<file path="src/rtl/cci_mpf_shim_lockstep_deq_ctrl.sv">
// cci_mpf_shim_lockstep_deq_ctrl
//   Dequeue scheduler and QoS configuration sequencer for the lockstep c0/c1
//   Tx buffer. Advances the buffer head when both channels can accept it,
//   stages CSR-written QoS settings and applies them at a quiet point, and
//   tracks blocked-cycle statistics plus a sticky starvation watchdog.
// Ports
//   clk, reset                 clock; synchronous active-high reset
//   head_not_empty             buffer head holds an entry
//   head_c0_valid/c1_valid     head entry carries a c0 / c1 request
//   c0_dn_almfull/c1_dn_almfull downstream almost-full per channel
//   csr_wr_en, csr_wr_data     QoS config write {enable, beat_delta, min_beat}
//   deqTx                      dequeue strobe (combinational)
//   setqos, setqos_*           one-cycle apply pulse with the applied values
//   cfg_busy                   config write pending or being applied
//   blocked_c0_cnt/c1_cnt      saturating blocked-cycle counters
//   stall_alarm                sticky starvation flag
module cci_mpf_shim_lockstep_deq_ctrl #(
  parameter int unsigned STALL_LIMIT     = 1024,
  parameter int unsigned QUIESCE_TIMEOUT = 64,
  parameter int unsigned CNT_BITS        = 32
) (
  input  logic                clk,
  input  logic                reset,
  input  logic                head_not_empty,
  input  logic                head_c0_valid,
  input  logic                head_c1_valid,
  input  logic                c0_dn_almfull,
  input  logic                c1_dn_almfull,
  input  logic                csr_wr_en,
  input  logic [16:0]         csr_wr_data,
  output logic                deqTx,
  output logic                setqos,
  output logic                setqos_enable,
  output logic [7:0]          setqos_beat_delta_threshold,
  output logic [7:0]          setqos_min_beat_threshold,
  output logic                cfg_busy,
  output logic [CNT_BITS-1:0] blocked_c0_cnt,
  output logic [CNT_BITS-1:0] blocked_c1_cnt,
  output logic                stall_alarm
);

  localparam int unsigned WAIT_W  = ($clog2(QUIESCE_TIMEOUT) < 1) ? 1 : $clog2(QUIESCE_TIMEOUT);
  localparam int unsigned STALL_W = $clog2(STALL_LIMIT + 1);
  localparam logic [16:0] QOS_RESET = {1'b1, 8'd6, 8'd0};

  typedef enum logic [1:0] {
    S_IDLE,
    S_PEND,
    S_APPLY
  } state_t;

  state_t              r_state;
  state_t              w_state_nxt;
  logic [WAIT_W-1:0]   r_wait_cnt;
  logic [16:0]         r_shadow;
  logic [16:0]         w_shadow_nxt;
  logic [16:0]         r_qos;
  logic [CNT_BITS-1:0] r_cnt0;
  logic [CNT_BITS-1:0] r_cnt1;
  logic [STALL_W-1:0]  r_stall_run;
  logic                r_alarm;

  logic w_c0_ok;
  logic w_c1_ok;
  logic w_deq_allowed;
  logic w_blocked;
  logic w_quiesced;

  // ---------------------------------------------------------------- FSM
  always_ff @(posedge clk) begin
    if (reset) r_state <= S_IDLE;
    else       r_state <= w_state_nxt;
  end

  assign w_quiesced = !head_not_empty || (r_wait_cnt == WAIT_W'(QUIESCE_TIMEOUT - 1));

  always_comb begin
    w_state_nxt = r_state;
    unique case (r_state)
      S_IDLE:  if (csr_wr_en) w_state_nxt = S_PEND;
      S_PEND:  if (w_quiesced) w_state_nxt = S_APPLY;
      S_APPLY: w_state_nxt = csr_wr_en ? S_PEND : S_IDLE;
      default: w_state_nxt = S_IDLE;
    endcase
  end

  always_comb begin
    setqos        = (r_state == S_APPLY);
    cfg_busy      = (r_state != S_IDLE);
    w_deq_allowed = (r_state != S_APPLY);
  end

  // ---------------------------------------------------------------- dequeue
  assign w_c0_ok   = !head_c0_valid || !c0_dn_almfull;
  assign w_c1_ok   = !head_c1_valid || !c1_dn_almfull;
  assign deqTx     = head_not_empty && w_c0_ok && w_c1_ok && w_deq_allowed;
  assign w_blocked = head_not_empty && !deqTx;

  // ---------------------------------------------------------------- config
  // Every write lands in the shadow regardless of state: last write wins.
  assign w_shadow_nxt = csr_wr_en ? csr_wr_data : r_shadow;

  always_ff @(posedge clk) begin
    if (reset) r_shadow <= QOS_RESET;
    else       r_shadow <= w_shadow_nxt;
  end

  // Load the applied copy on entry to APPLY so the outputs already carry the
  // shadow during the pulse, including a write landing in the final PEND cycle.
  always_ff @(posedge clk) begin
    if (reset)                       r_qos <= QOS_RESET;
    else if (w_state_nxt == S_APPLY) r_qos <= w_shadow_nxt;
  end

  assign setqos_enable               = r_qos[16];
  assign setqos_beat_delta_threshold = r_qos[15:8];
  assign setqos_min_beat_threshold   = r_qos[7:0];

  // Counts only while staying in PEND; writes in PEND do not restart it.
  always_ff @(posedge clk) begin
    if (reset)
      r_wait_cnt <= '0;
    else if ((r_state == S_PEND) && (w_state_nxt == S_PEND))
      r_wait_cnt <= r_wait_cnt + WAIT_W'(1);
    else
      r_wait_cnt <= '0;
  end

  // ---------------------------------------------------------------- statistics
  always_ff @(posedge clk) begin
    if (reset) begin
      r_cnt0 <= '0;
      r_cnt1 <= '0;
    end else begin
      if (w_blocked && head_c0_valid && c0_dn_almfull && (r_cnt0 != '1))
        r_cnt0 <= r_cnt0 + CNT_BITS'(1);
      if (w_blocked && head_c1_valid && c1_dn_almfull && (r_cnt1 != '1))
        r_cnt1 <= r_cnt1 + CNT_BITS'(1);
    end
  end

  assign blocked_c0_cnt = r_cnt0;
  assign blocked_c1_cnt = r_cnt1;

  // ---------------------------------------------------------------- watchdog
  // Alarm is set on the edge where the run length reaches STALL_LIMIT.
  always_ff @(posedge clk) begin
    if (reset) begin
      r_stall_run <= '0;
      r_alarm     <= 1'b0;
    end else if (w_blocked) begin
      if (r_stall_run != STALL_W'(STALL_LIMIT))
        r_stall_run <= r_stall_run + STALL_W'(1);
      if (r_stall_run == STALL_W'(STALL_LIMIT - 1))
        r_alarm <= 1'b1;
    end else begin
      r_stall_run <= '0;
    end
  end

  assign stall_alarm = r_alarm;

endmodule

</file>
<file path="config.mk">
export PLATFORM = sky130hd
export DESIGN_NAME = cci_mpf_shim_lockstep_deq_ctrl
export DESIGN_NICKNAME = d
export VERILOG_FILES = /design/src/rtl/cci_mpf_shim_lockstep_deq_ctrl.sv
export SDC_FILE = /design/constraint.sdc
export NUM_CORES = 1
export LEC_CHECK = 0
export CAP_MARGIN = 10
export CORE_UTILIZATION = 46
export DETAILED_ROUTE_END_ITERATION = 10
export PLACE_DENSITY = 0.76
export SETUP_SLACK_MARGIN = 0.2
export SYNTH_ARGS = -nofsm -noshare
export SYNTH_HDL_FRONTEND = slang
export SYNTH_SLANG_ARGS = --single-unit
</file>
<file path="constraint.sdc">
create_clock -name clk -period 1.9 [get_ports clk]
set_input_delay 0.19 -clock clk [delete_from_list [all_inputs] [get_ports clk]]
set_output_delay 0.19 -clock clk [all_outputs]
set_load 0.02 [all_outputs]
</file>
==> reports/results.tsv, run 1 <==
metric	value	unit
nets	836	
fp.dieH	110	um
slowest_stage	dfxtp_4	
slew_headroom	54.7	%
critical_path.top_delay_family	simple AND/OR/NAND/NOR gates	
netlist.area_leader.share	44.2	%
place_congestion	0.829	
synthDistinctLibCells	67	
antenna_found_initial	0	
ant_nets	0	
coreArea	0.0111	mm2
cts_max_level	4	
first_global_vias	5278	
crit_path_start	blocked_c1_cnt[3]	
grt.total_usage	26.8	%
r2r_start	blocked_c1_cnt[3]	
clock_skew	0.00903	ns
hold_viol_final	0	
clk_pin_slew	0.06	ns
peakVddDrop	740	uV
port_buffers	109	
grt_pass1_wl	24900	um
io_pins	110	
clkLatencyLatePin	0.42	ns
synthTopCellsByArea	dfxtp_1, nor2_1, a21oi_1	
crit_path_max_incr_delay	0.38	ns
rows	38	
drv_cap	0	
synth_compound_area_share	14.9	%
cp_common_cell	buf_4	
syn2layout_area_growth	64.5	%
vias_per_cell	5.81	
initial_utilization	48.2	%
cp-start-kind	register	
synth_mux_area_share	4.19	%
status	finished, violations left	
violations	negative setup slack	
crit_path_end_kind	register	
yosysTopAreaCell	dfxtp_1	
grt_start_max_net_pins	55	
crit_path_max_fanout	6	
critPathKind	register to register	
grt_overflow_total	0	
ys_seq_area_share	44.2	%
drcViolationCount	0	
cts_tree	yes	
p_leak	3.53	nW
power_density	697	mW/mm2
min_from	reset	
num_antenna_cells	0	
arrival	2.27	ns
p_seq_share	41.2	%
finalWorstPathRequiredPeriod	1.97	ns
drv_slew	0	
yosysWarnings	0	
synth_nets	628	
fmax	507	MHz
fin_ws	-0.0718	ns
synth_top_family_by_area	simple AND/OR/NAND/NOR gates	
clockBufferDepth	2	
n_fill_cell	705	
synth_edf_count	0	
dp.cells	887	
syn_inst	598	
wire_per_inst	17.7	um
synth_adder_area_share	1.17	%
clockRootBuffer	clkbuf_16	
fin_area	0.00879	mm2
crit_chain	nand3_2, nor4_4, buf_4, buf_6, nand4_4, buf_4, o41ai_2, a21oi_2	
intPower	0.00471	W
synth-xor-area-share	4.76	%
critPathBufInv	3	
swShare	23.0	%
syn_area	0.00534	mm2
stdcell_count	959	
rsz0062_at_grt	true	
p_sw	0.00141	W
synthSimpleGateAreaFrac	27.2	%
drtPass1Iterations	5	
dieArea	0.0120	mm2
post-dp-hpwl	10000	um
dpl_cell_area	0.00731	mm2
vias	5567	
dpl_worst_slack	-0.408	ns
cts_sinks	118	
cp.required	2.20	ns
yosys_most_used_dff	dfxtp_1	
avgSynthCellArea	8.93	um2
power_frac_clock	52.5	%
totalWireLength	17000	um
postCtsHoldBufs	0	
setup_violations	6	
cts_made_buffers	17	
ys_async_sr_fraction	0	%
drtIter0Drc	464	
fin_crit_sh	104	%
min_path_type	primary input to register	
worst_pin_slew	0.674	ns
combPwrFrac	6.3	%
ys_ff_latch	118	
die_w	110	um
drive_above_1_share	37.9	%
[cells in the mapped netlist, types with 6 or more instances]
cell,count
nand2b_1,6
or3_1,31
or4_1,10
clkbuf_1,16
buf_2,8
dfxtp_1,118
xnor2_1,13
a211oi_1,14
inv_1,13
o21ai_0,28
nand2_1,28
mux2i_1,19
and4_1,11
nand4_1,15
o31ai_1,11
a21oi_1,39
nand3_1,29
xor2_1,16
nor2_1,76
nor3_1,7
and3_1,10
[kinds of logic (layout without fill, tap and decap cells)]
kind of cell	Yosys count	in the layout
DFF	118	118
buffers and inverters	44	265
xor gates and xnor gates	29	29
muxes	22	22
and+or+nand+nor	257	257
AOI/OAI and AO/OA	123	123
adders and majority gates	5	5
[layout by cell type, fill, tap and decap left out, drive strengths merged, types with 2 or more instances in the layout]
cell / Yosys / routed
a2111oi: 2 / 2
a211o: 3 / 3
a211oi: 14 / 14
a21oi: 44 / 44
a31o: 2 / 2
and2: 3 / 3
and3: 10 / 10
and4: 11 / 11
buf: 15 / 110
clkbuf: 16 / 27
clkdlybuf4s50: 0 / 76
clkinv: 0 / 5
dfxtp: 118 / 118
dlygate4sd2: 0 / 17
dlymetal6s2s: 0 / 14
ha: 5 / 5
inv: 13 / 15
mux2: 3 / 3
mux2i: 19 / 19
nand2: 28 / 28
nand2b: 6 / 6
nand3: 31 / 31
nand3b: 3 / 3
nand4: 17 / 17
nand4b: 2 / 2
nor2: 77 / 77
nor2b: 4 / 4
nor3: 8 / 8
nor4: 5 / 5
o21ai: 33 / 33
o311ai: 3 / 3
o31ai: 12 / 12
or2: 3 / 3
or3: 32 / 32
or4: 11 / 11
or4b: 3 / 3
xnor2: 13 / 13
xor2: 16 / 16
[worst paths after layout]
| kind | endpoint | slack, ns | cells after the start |
|---|---|---|---|
| max | blocked_c1_cnt[29] | -0.07 | 8 |
| min reg2reg | r_wait_cnt[0] | 0.45 | 1 |
| min | blocked_c1_cnt[13] | 0.09 | 2 |
| max reg2reg | blocked_c1_cnt[29] | -0.07 | 8 |
[power groups by stage]
stage / clock network (W) / logic, W / registers [W]
finish: 0.00321 / 0.000388 / 0.00252
detailed placement: 0 / 0.000365 / 0.00258
CTS: 0.00324 / 0.000371 / 0.00253
floorplan: 0 / 0.000162 / 0.00261
global route: 0.00336 / 0.000418 / 0.00253
global placement: 0 / 0.000357 / 0.00258
[through the flow]
step | util [%] | power, W | TNS [ns] | hold WS (ns)
global route | 79.3 | 0.00630 | -1.62 | 0.105
finish | 79.3 | 0.00612 | -0.131 | 0.0882
floorplan | - | 0.00277 | -0.270 | 0.343
CTS | 75.5 | 0.00614 | -0.0721 | 0.0759
global placement | 65.9 | 0.00293 | -5.97 | 0.428
detailed placement | 65.9 | 0.00294 | -9.16 | 0.439
[repair_timing]
action                                  CTS  global route
pin swaps                                57            40
endpoints found under the setup margin   87           100
buffers inserted                         19            18
gates resized for setup                 105            71
cloned                                    1             2
[flip-flops by register name, summed over array words and instances (netlist names)]
register        count
blocked_c0_cnt     32
blocked_c1_cnt     32
r_qos              17
r_shadow           17
r_stall_run        11
r_wait_cnt          6
r_state             2
stall_alarm         1
[cell type report]
type	count	area (um2)	share of cell area, %
Inverter	13	48.8	0.555
Clock buffer	24	514	5.85
Clock inverter	8	85.1	0.968
Tap cell	140	175	1.99
Sequential cell	118	2500	28.5
Multi-Input combinational cell	436	3340	38.1
Timing Repair Buffer	220	2120	24.1
[layer usage]
| layer | wire (um) | GRT usage [%] | vias up | share of wire [%] |
|---|---|---|---|---|
| met5 | 0 | 0 | - | 0 |
| li1 | - | - | 2610 | - |
| met1 | 6780 | 30.6 | 2694 | 40 |
| met3 | 1070 | 8.24 | 50 | 6.3 |
| met2 | 8610 | 45.7 | 213 | 51 |
| met4 | 546 | 12.5 | 0 | 3.2 |
No activity file was read; power rests on OpenSTA's default activity.
==> run 2, diff against run 1 <==
CTS_BUF_LIST = sky130_fd_sc_hd__clkbuf_16   (was not set)
==> run 2 against run 1 <==
Against the previous run:
- flip-flop and latch count unchanged
- die area unchanged
- the flow still finishes with violations (negative setup slack)
- critical path type unchanged
- via count down 0.40%
==> reports/results.tsv, run 2 (synthesized netlist as in run 1, its figures left out) <==
metric	value	unit
fin_crit_sh	103	%
num_antenna_cells	0	
first_global_vias	5278	
rows	38	
finalWorstPathRequiredPeriod	1.97	ns
cts_made_buffers	17	
fmax	509	MHz
crit_path_max_fanout	6	
critPathKind	register to register	
grt_overflow_total	0	
swShare	23.4	%
rsz0062_at_grt	true	
place_congestion	0.829	
fin_ws	-0.0655	ns
vias	5545	
combPwrFrac	6.4	%
p_sw	0.00141	W
cp-start-kind	register	
initial_utilization	48.2	%
drv_slew	0	
cp.required	2.19	ns
drtIter0Drc	398	
antenna_found_initial	0	
totalWireLength	16900	um
grt_pass1_wl	25000	um
min_from	reset	
power_density	688	mW/mm2
clockBufferDepth	2	
drtPass1Iterations	7	
worst_pin_slew	0.707	ns
vias_per_cell	5.79	
cts_tree	yes	
post-dp-hpwl	10000	um
cts_max_level	4	
fp.dieH	110	um
clk_pin_slew	0.06	ns
most-common-layout-cells	buf_4, nor2_1, clkdlybuf4s50_1	
grt_start_max_net_pins	55	
postCtsHoldBufs	0	
arrival	2.26	ns
setup_violations	7	
syn2layout_area_growth	64.0	%
clock_skew	0.00804	ns
status	finished, violations left	
wire_per_inst	17.6	um
dieArea	0.0120	mm2
grt.total_usage	26.9	%
dp.cells	887	
drive_above_1_share	37.5	%
port_buffers	109	
dpl_worst_slack	-0.408	ns
clockRootBuffer	clkbuf_16	
p_seq_share	41.8	%
violations	negative setup slack	
cts_sinks	118	
stdcell_count	958	
slew_headroom	52.5	%
coreArea	0.0111	mm2
final_common_cell	buf_4	
utilization	79.1	%
peakVddDrop	746	uV
ant_nets	0	
hold_viol_final	0	
die_w	110	um
crit_path_end_kind	register	
crit_path_start	blocked_c1_cnt[3]	
nets	835	
p_leak	3.53	nW
r2r_start	blocked_c1_cnt[3]	
drv_cap	0	
intPower	0.00462	W
clkLatencyLatePin	0.42	ns
io_pins	110	
power_frac_clock	51.8	%
min_path_type	primary input to register	
drcViolationCount	0	
-- run 2: final timing paths --
path	to	slack, ns	depth (start not counted)
setup / recovery	blocked_c1_cnt[29]	-0.07	8
hold / removal	blocked_c1_cnt[13]	0.1	2
setup reg to reg	blocked_c1_cnt[29]	-0.07	8
hold reg to reg	r_wait_cnt[0]	0.45	1
-- run 2: through the flow --
stage               hold slack [ns]  power [W]  area [um2]  TNS [ns]
floorplan                     0.343    0.00277        5640    -0.270
global placement              0.428    0.00293        7310     -5.97
detailed placement            0.439    0.00294        7310     -9.16
CTS                          0.0759    0.00605        8340   -0.0721
global route                  0.105    0.00621        8760     -1.56
finish                       0.0964    0.00603        8760    -0.121
-- run 2: metal layers --
| layer | track usage (%) | share of wire [%] | vias to the layer above | wire [um] |
|---|---|---|---|---|
| met1 | 30.6 | 40 | 2679 | 6810 |
| met5 | 0 | 0 | - | 0 |
| li1 | - | - | 2605 | - |
| met3 | 8.30 | 5.7 | 51 | 964 |
| met4 | 12.6 | 3.5 | 0 | 584 |
| met2 | 45.8 | 50 | 210 | 8510 |
-- run 2: critical path, stage by stage (launching register included) --
cell and delay [ns]:
dfxtp_4 0.37, nand3_2 0.14, nor4_4 0.28, buf_4 0.18, buf_6 0.10, nand4_4 0.10, buf_4 0.18, o41ai_2 0.37
a21oi_2 0.12
-- run 2: cell type report --
type / instances / area, um2
clock buffers: 19 / 475
flip-flops and latches: 118 / 2500
clock inverters: 13 / 104
multi-input cells: 436 / 3350
fillers: 704 / 2320
well taps: 140 / 175
repair buffers: 219 / 2110
inverters: 13 / 48.8
-- run 2: repair_timing --
item | CTS | global route
pin swaps | 57 | 40
setup buffers | 19 | 17
gates cloned | 1 | 2
setup endpoints to repair | 87 | 100
endpoints found under the hold margin | 0 | 0
gates resized for setup | 105 | 71
-- run 2: power groups by stage --
stage               combinational [W]  clock [W]  sequential [W]
floorplan                    0.000162          0         0.00261
finish                       0.000388    0.00312         0.00252
global route                 0.000418    0.00327         0.00253
global placement             0.000357          0         0.00258
CTS                          0.000371    0.00315         0.00253
detailed placement           0.000365          0         0.00258
==> run 3, diff against run 2 <==
ABC_CLOCK_PERIOD_IN_PS = 1900   (was not set)
==> results of run 3 <==
No change in the layout: final DEF, timing and power equal those of run 2.
